$ cat src/rtl/dmem_access_ctrl_pkg.sv
// rtl/dmem_access_ctrl_pkg.sv - shared types and constants for the memory-request stage
package dmem_access_ctrl_pkg;

  localparam int DMEM_DATA_W  = 32;
  localparam int DMEM_TIMEOUT = 15;

  typedef enum logic [1:0] {
    IDLE = 2'd0,
    REQ  = 2'd1,
    DONE = 2'd2
  } dmem_state_e;

endpackage

$ cat src/rtl/dmem_access_ctrl.sv
// rtl/dmem_access_ctrl.sv - sequences EX/MR memory ops onto a valid/ready data memory
module dmem_access_ctrl
  import dmem_access_ctrl_pkg::*;
#(
  parameter int TIMEOUT = DMEM_TIMEOUT,
  parameter int DATA_W  = DMEM_DATA_W
) (
  input  logic              clk,
  input  logic              reset,
  input  logic              mem_read_in,
  input  logic              mem_write_in,
  input  logic              branch_in,
  input  logic              zero_in,
  input  logic [DATA_W-1:0] addr_in,
  input  logic [DATA_W-1:0] wdata_in,
  input  logic [DATA_W-1:0] branch_target_in,
  output logic              dm_req,
  output logic              dm_we,
  output logic [DATA_W-1:0] dm_addr,
  output logic [DATA_W-1:0] dm_wdata,
  input  logic              dm_ready,
  input  logic [DATA_W-1:0] dm_rdata,
  output logic              stall,
  output logic [DATA_W-1:0] rdata_out,
  output logic              rdata_valid,
  output logic              pc_src,
  output logic [DATA_W-1:0] pc_target,
  output logic              flush,
  output logic              misalign_err,
  output logic              timeout_err
);

  localparam int CNT_W = $clog2(TIMEOUT + 1);

  dmem_state_e       state_q, state_d;
  logic [CNT_W-1:0]  cnt_q, cnt_d;
  logic [DATA_W-1:0] addr_q, addr_d;
  logic [DATA_W-1:0] wdata_q, wdata_d;
  logic [DATA_W-1:0] rdata_q, rdata_d;
  logic              we_q, we_d;
  logic              terr_q, terr_d;
  logic              load_ok_q, load_ok_d;
  logic              mis_q, mis_d;

  logic access;
  logic aligned;
  logic cnt_last;

  assign access   = mem_read_in | mem_write_in;
  assign aligned  = (addr_in[1:0] == 2'b00);
  assign cnt_last = (cnt_q == CNT_W'(TIMEOUT - 1));

  // State register
  always_ff @(posedge clk) begin
    if (reset) begin
      state_q <= IDLE;
    end else begin
      state_q <= state_d;
    end
  end

  // Next-state: misaligned accesses skip the memory and go straight to DONE
  always_comb begin
    state_d = state_q;
    case (state_q)
      IDLE: if (access) state_d = aligned ? REQ : DONE;
      REQ:  if (dm_ready || cnt_last) state_d = DONE;
      DONE: state_d = IDLE;
      default: state_d = IDLE;
    endcase
  end

  // Datapath next values: latch the request, count wait cycles, capture load data
  always_comb begin
    cnt_d     = cnt_q;
    addr_d    = addr_q;
    wdata_d   = wdata_q;
    we_d      = we_q;
    rdata_d   = rdata_q;
    terr_d    = terr_q;
    load_ok_d = 1'b0;
    mis_d     = 1'b0;
    case (state_q)
      IDLE: begin
        if (access) begin
          if (aligned) begin
            addr_d  = addr_in;
            wdata_d = wdata_in;
            we_d    = mem_write_in;
            cnt_d   = '0;
          end else begin
            mis_d = 1'b1;
          end
        end
      end
      REQ: begin
        if (dm_ready) begin
          if (!we_q) begin
            rdata_d   = dm_rdata;
            load_ok_d = 1'b1;
          end
        end else begin
          cnt_d = cnt_q + CNT_W'(1);
          if (cnt_last) begin
            terr_d  = 1'b1;
            rdata_d = '0;
          end
        end
      end
      default: ;
    endcase
  end

  // Datapath registers
  always_ff @(posedge clk) begin
    if (reset) begin
      cnt_q     <= '0;
      addr_q    <= '0;
      wdata_q   <= '0;
      we_q      <= 1'b0;
      rdata_q   <= '0;
      terr_q    <= 1'b0;
      load_ok_q <= 1'b0;
      mis_q     <= 1'b0;
    end else begin
      cnt_q     <= cnt_d;
      addr_q    <= addr_d;
      wdata_q   <= wdata_d;
      we_q      <= we_d;
      rdata_q   <= rdata_d;
      terr_q    <= terr_d;
      load_ok_q <= load_ok_d;
      mis_q     <= mis_d;
    end
  end

  // Outputs: branches resolve only when idle with no memory op in EX/MR
  always_comb begin
    dm_req       = 1'b0;
    stall        = 1'b0;
    pc_src       = 1'b0;
    flush        = 1'b0;
    rdata_valid  = 1'b0;
    misalign_err = 1'b0;
    case (state_q)
      IDLE: begin
        stall  = access;
        pc_src = ~access & branch_in & zero_in;
        flush  = ~access & branch_in & zero_in;
      end
      REQ: begin
        dm_req = 1'b1;
        stall  = 1'b1;
      end
      DONE: begin
        rdata_valid  = load_ok_q;
        misalign_err = mis_q;
      end
      default: ;
    endcase
  end

  assign dm_we       = we_q;
  assign dm_addr     = addr_q;
  assign dm_wdata    = wdata_q;
  assign rdata_out   = rdata_q;
  assign timeout_err = terr_q;
  assign pc_target   = branch_target_in;

endmodule

$ cat config.mk
export PLATFORM = sky130hd
export DESIGN_NAME = dmem_access_ctrl
export DESIGN_NICKNAME = d
export VERILOG_FILES = /design/src/rtl/dmem_access_ctrl_pkg.sv /design/src/rtl/dmem_access_ctrl.sv
export SDC_FILE = /design/constraint.sdc
export NUM_CORES = 1
export LEC_CHECK = 0
export CORE_MARGIN = 8
export CORE_UTILIZATION = 39
export CTS_CLUSTER_SIZE = 8
export DETAILED_ROUTE_END_ITERATION = 8
export MAX_ROUTING_LAYER = met4
export PLACE_DENSITY = 0.89
export SKIP_LAST_GASP = 1
export SYNTH_ARGS = -nofsm -noshare
export SYNTH_HDL_FRONTEND = slang
export SYNTH_SLANG_ARGS = --single-unit
$ cat constraint.sdc
create_clock -name clk -period 2.17 [get_ports clk]
set_clock_uncertainty 0.2 [all_clocks]
set_input_delay 0.217 -clock clk [delete_from_list [all_inputs] [get_ports clk]]
set_output_delay 0.217 -clock clk [all_outputs]
set_load 0.03 [all_outputs]
==> results of run 1 <==
-- flip-flops by register name (all words and copies together), names as in the netlist --
register,cells
dm_addr,32
cnt_q,4
dm_wdata,32
rdata_out,32
timeout_err,1
state_q,2
dm_we,1
load_ok_q,1
mis_q,1
-- metal layers --
metal	track usage, %	part of all wire (%)	vias to the layer above
met1	20.3	40	2187
li1	-	-	2180
met4	10.2	3.5	0
met5	-	0	-
met2	31.7	50	211
met3	4.78	7.1	44
-- area by class of cell --
cell class | count | share of cell area, %
clock buffer | 11 | 3.46
clock inverter | 5 | 0.536
inverter | 2 | 0.107
multi-input combinational | 332 | 29.8
sequential | 106 | 30.3
tap | 147 | 2.62
timing repair buffer | 227 | 33.2
-- through the flow --
step / cell area [um2] / std cells / setup WS (ns) / utilization (%) / TNS, ns
after detailed placement: 6720 / 814 / -0.0648 / 56.2 / -0.595
after global routing: 7010 / 830 / -0.0435 / 58.6 / -0.0867
after global placement: 6720 / 814 / 0.000828 / 56.2 / 0
after CTS: 7010 / 830 / 0.0214 / 58.6 / 0
after floorplan: 4770 / 533 / 0.244 / - / 0
final: 7010 / 830 / 0.0599 / 58.6 / 0
-- final timing paths --
kind,endpoint,depth (start not counted)
worst min-delay path,load_ok_q$_SDFF_PP0_,2
worst min register to register,dm_wdata[28]$_SDFFE_PP0P_,2
worst max register to register,dm_wdata[3]$_SDFFE_PP0P_,4
worst max-delay path,misalign_err,2
-- cell families (layout without fill, tap and decap cells) --
family | count (synthesis) | in the layout | share of synthesized area (%)
AOI/OAI and AO/OA | 201 | 201 | 28.0
and+or+nand+nor | 129 | 129 | 14.4
DFF | 106 | 106 | 44.5
buffers and inverters | 95 | 245 | 12.5
adders and majority gates | 2 | 2 | 0.525
-- power breakdown --
group          internal, mW  switching (mW)  total (mW)  leakage (nW)
combinational         0.367           0.405       0.772          1.29
clock                 0.818           0.736        1.55         0.133
sequential             2.01          0.0444        2.05         0.860
total                  3.19            1.19        4.38          2.28
-- placed cells by master (no fill, tap or decap), types with 4 or more instances in the layout --
cell             instances
a21oi_1                 97
buf_12                   9
o21ai_1                 44
nor2_1                   7
o211ai_2                28
o211ai_1                 4
clkdlybuf4s50_1        201
nand2_1                  5
clkbuf_16                9
buf_4                   16
o21ai_2                 19
nand3_1                 96
dfxtp_1                104
-- what timing repair did --
action                     in CTS  in global routing
setup endpoints to repair       5                  3
resized for setup               2                  1
pin swaps                       0                  0
hold endpoints to repair        0                  0
hold buffers                    0                  0
-- worst max-delay path: stages (launching register included) --
cell	delay, ns
dfxtp_2	0.47
and3b_1	0.21
clkdlybuf4s50_1	0.68
==> impl_metrics.tcl, run 1 <==
set metrics [dict create \
    critPathCaptureType "output port" \
    syn_avg_cell_area_um2 8.94 \
    min_from "reset" \
    area_growth_pct 47.0 \
    cp-start-kind "flop" \
    via_per_inst 5.57 \
    seqCellArea_um2 2120 \
    ys_ff_latch 106 \
    cp.arrival_ns 1.69 \
    synth_cell_type_count 39 \
    crit_type "flop to output port" \
    hp-class "input port to flop" \
    n_fill_cell 1026 \
    yosys.area.top_type_share_pct 44.5 \
    synth-edff-count 0 \
    antenna_found_initial 0 \
    maxSlewViolCount 0 \
    htreeDepth 3 \
    grt_pass1_vias 4695 \
    via_count 4622 \
    p_total_mw 4.38 \
    cts_tree "yes" \
    fin_crit_ns 2.11 \
    cts.sinks 106 \
    path_clk_slew_ns 0.07 \
    reg2reg_slack_ns 0.25 \
    initial_core_util_pct 39.8 \
    rows 40 \
    yosys-top-cells-count "106 x dfxtp_1, 97 x a21oi_1, 97 x nand3_1" \
    ys_async_sr_fraction_pct 0 \
    cts_buffers 9 \
    synth_area_leaders "dfxtp_1 45%, a21oi_1 10%, nand3_1 10%, o211ai_2 7.4%, buf_4 6.1%" \
    route.detailed.drc 0 \
    final_antenna_net_count 0 \
    gp_congestion 0.800 \
    root_buffer "clkbuf_16" \
    powerDensity_nw_per_um2 624 \
    seq_area_frac_synth_pct 44.5 \
    hold_ws_ns 0.164 \
    p_leak_nw 2.28 \
    clock_path_buffers 2 \
    status "finished clean" \
    grt-ovfl-total 0 \
    multiInputGateArea_um2 2090 \
    first_iter_violations 371 \
    postRouteWirelength_um 15600 \
    die_h_um 127 \
    drive_above_1_share_pct 14.8 \
    portBuffers 206 \
    peakVddDrop_mv 0.385 \
    fmax_ghz 0.474 \
    hold_viol_final 0 \
    first_pass_iters 5 \
    dp_hpwl_um 11400 \
    crit_start "state_q[1]$_SDFFE_PP0P_" \
    setup-violations-final 0 \
    num-nets-final 815 \
    wl_per_cell_um 18.8 \
    synth.most_common_cell "dfxtp_1" \
    die-area_um2 16000 \
    grt_max_degree 50 \
    maxSlewHeadroom_pct 61.9 \
    rsz0062_at_grt "true" \
    synth_nets 670 \
    cts_setup_buffers 0 \
    syn_area_um2 4770 \
    synth_warnings 0 \
    syn_inst 533 \
    worstMarginPinSlew_ns 0.572 \
    coreArea_um2 12000 \
    io_pins 271 \
    r2r_start "state_q[1]$_SDFFE_PP0P_" \
    grt_pass1_wl_um 24000 \
    grt_usage_pct 18.9 \
    synth_ff_type "dfxtp_1" \
    n_antenna_cell 0 \
    die_w_um 127 \
    synth_top_area_cell "dfxtp_1" \
    worstPathRequired_ns 1.75 \
    maxCapViolCount 0 \
    post-route-period-util_pct 97.2 \
    insertion_delay_ns 0.34 \
    path_max_fanout 8 \
]
(Power assumes the default switching activity.)
==> run 2: changes to the inputs <==
--- a/config.mk
+++ b/config.mk
@@ -11,6 +11,7 @@
 export DETAILED_ROUTE_END_ITERATION = 8
 export MAX_ROUTING_LAYER = met4
 export PLACE_DENSITY = 0.89
+export RECOVER_POWER = 50
 export SKIP_LAST_GASP = 1
 export SYNTH_ARGS = -nofsm -noshare
 export SYNTH_HDL_FRONTEND = slang
==> impl_metrics.tcl, run 2 (synthesis results as in run 1) <==
set metrics [dict create \
    n_antenna_cell 0 \
    crit_type "flop to output port" \
    cts_setup_buffers 0 \
    cts_hold_buffers 0 \
    num-nets-final 815 \
    gp_congestion 0.800 \
    dpl.cell_count 814 \
    fin_crit_ns 2.11 \
    first_iter_violations 380 \
    first_pass_iters 5 \
    coreArea_um2 12000 \
    path_clk_slew_ns 0.07 \
    via_per_inst 5.58 \
    mostFrequentLayoutCell "clkdlybuf4s50_1" \
    htreeDepth 3 \
    powerDensity_nw_per_um2 623 \
    grt_max_degree 50 \
    hold_viol_final 0 \
    maxSlewHeadroom_pct 62.1 \
    max_stage_delay_ns 0.70 \
    fin_cells 830 \
    n_fill_cell 1031 \
    fin_setup_tns_ns 0 \
    postRouteWirelength_um 15500 \
    maxSlewViolCount 0 \
    worstMarginPinSlew_ns 0.568 \
    cp-start-kind "flop" \
    cts_buffers 9 \
    dp_hpwl_um 11400 \
    grt_pass1_wl_um 24000 \
    grt-ovfl-total 0 \
    setup-violations-final 0 \
    rows 40 \
    root_buffer "clkbuf_16" \
    route.detailed.drc 0 \
    path_cells "and3b_1 -> clkdlybuf4s50_1" \
    initial_core_util_pct 39.8 \
    cp.arrival_ns 1.69 \
    slowest_stage "clkdlybuf4s50_1" \
    p_leak_nw 2.51 \
    io_pins 271 \
    cts.sinks 106 \
    insertion_delay_ns 0.34 \
    hp-class "input port to flop" \
    layout_common_cells "123 x clkdlybuf4s50_1, 104 x dfxtp_1, 97 x a21oi_1" \
    fmax_ghz 0.474 \
    area_growth_pct 46.5 \
    drive_above_1_share_pct 14.6 \
    grt_pass1_vias 4695 \
    die-area_um2 16000 \
    p_total_mw 4.35 \
    worstPathRequired_ns 1.75 \
    path_max_fanout 8 \
    status "finished clean" \
    die_h_um 127 \
    maxCapViolCount 0 \
    portBuffers 206 \
    die_w_um 127 \
    antenna_found_initial 0 \
    clock_path_buffers 2 \
    final_antenna_net_count 0 \
    peakVddDrop_mv 0.384 \
    rsz0062_at_grt "true" \
    cts_tree "yes" \
    via_count 4630 \
    grt_usage_pct 18.9 \
    critPathCaptureType "output port" \
    post-route-period-util_pct 97.3 \
    wl_per_cell_um 18.7 \
]
## run 2: layout make-up
type | instances | area (um2) | share of cell area [%]
Clock inverter | 5 | 37.5 | 0.538
Sequential cell | 106 | 2120 | 30.4
Tap cell | 147 | 184 | 2.63
Multi-Input combinational cell | 332 | 2090 | 29.9
Inverter | 2 | 7.51 | 0.108
Clock buffer | 11 | 243 | 3.48
Timing Repair Buffer | 227 | 2300 | 32.9
## run 2: critical path, delay by kind of cell (launching register included)
family | cells | cell delay, ns
DFF | 1 | 0.47
buffers and inverters | 1 | 0.70
and+or+nand+nor | 1 | 0.19
## run 2: per-stage QoR
step | area, um2 | utilization (%) | hold WS (ns) | setup WS (ns)
4_1_cts | 7010 | 58.6 | 0.148 | 0.0214
6_report | 6980 | 58.4 | 0.161 | 0.0591
5_1_grt | 6980 | 58.4 | 0.159 | -0.0435
3_3_place_gp | 6720 | 56.2 | 0.234 | 0.000828
2_1_floorplan | 4770 | - | 0.157 | 0.244
3_5_place_dp | 6720 | 56.2 | 0.234 | -0.0648
## run 2: report_power, final
group,switching (mW),internal (mW),leakage [nW]
combinational,0.405,0.348,1.52
clock,0.735,0.818,0.133
sequential,0.0423,2.01,0.860
total,1.18,3.17,2.51
## run 2: worst paths after layout
kind	from	end	slack (ns)	cells after the start
max	state_q[1]$_SDFFE_PP0P_	rdata_valid	0.06	2
min	reset	load_ok_q$_SDFF_PP0_	0.16	2
max reg2reg	state_q[1]$_SDFFE_PP0P_	dm_wdata[3]$_SDFFE_PP0P_	0.24	4
min reg2reg	rdata_out[20]$_SDFFE_PP0P_	rdata_out[20]$_SDFFE_PP0P_	0.26	2
## run 2: what timing repair did
item,4_1_cts,5_1_grt
resized for setup,2,1
pin swaps,0,0
endpoints found under the setup margin,5,3
## run 2: metal layers
layer | track usage (%) | part of all wire, % | routed length (um) | vias to the layer above
met5 | - | 0 | 0 | -
met4 | 10.2 | 3.5 | 546 | 0
met3 | 4.78 | 7.2 | 1120 | 46
met2 | 31.7 | 50 | 7760 | 210
met1 | 20.3 | 39 | 6080 | 2195
li1 | - | - | - | 2179
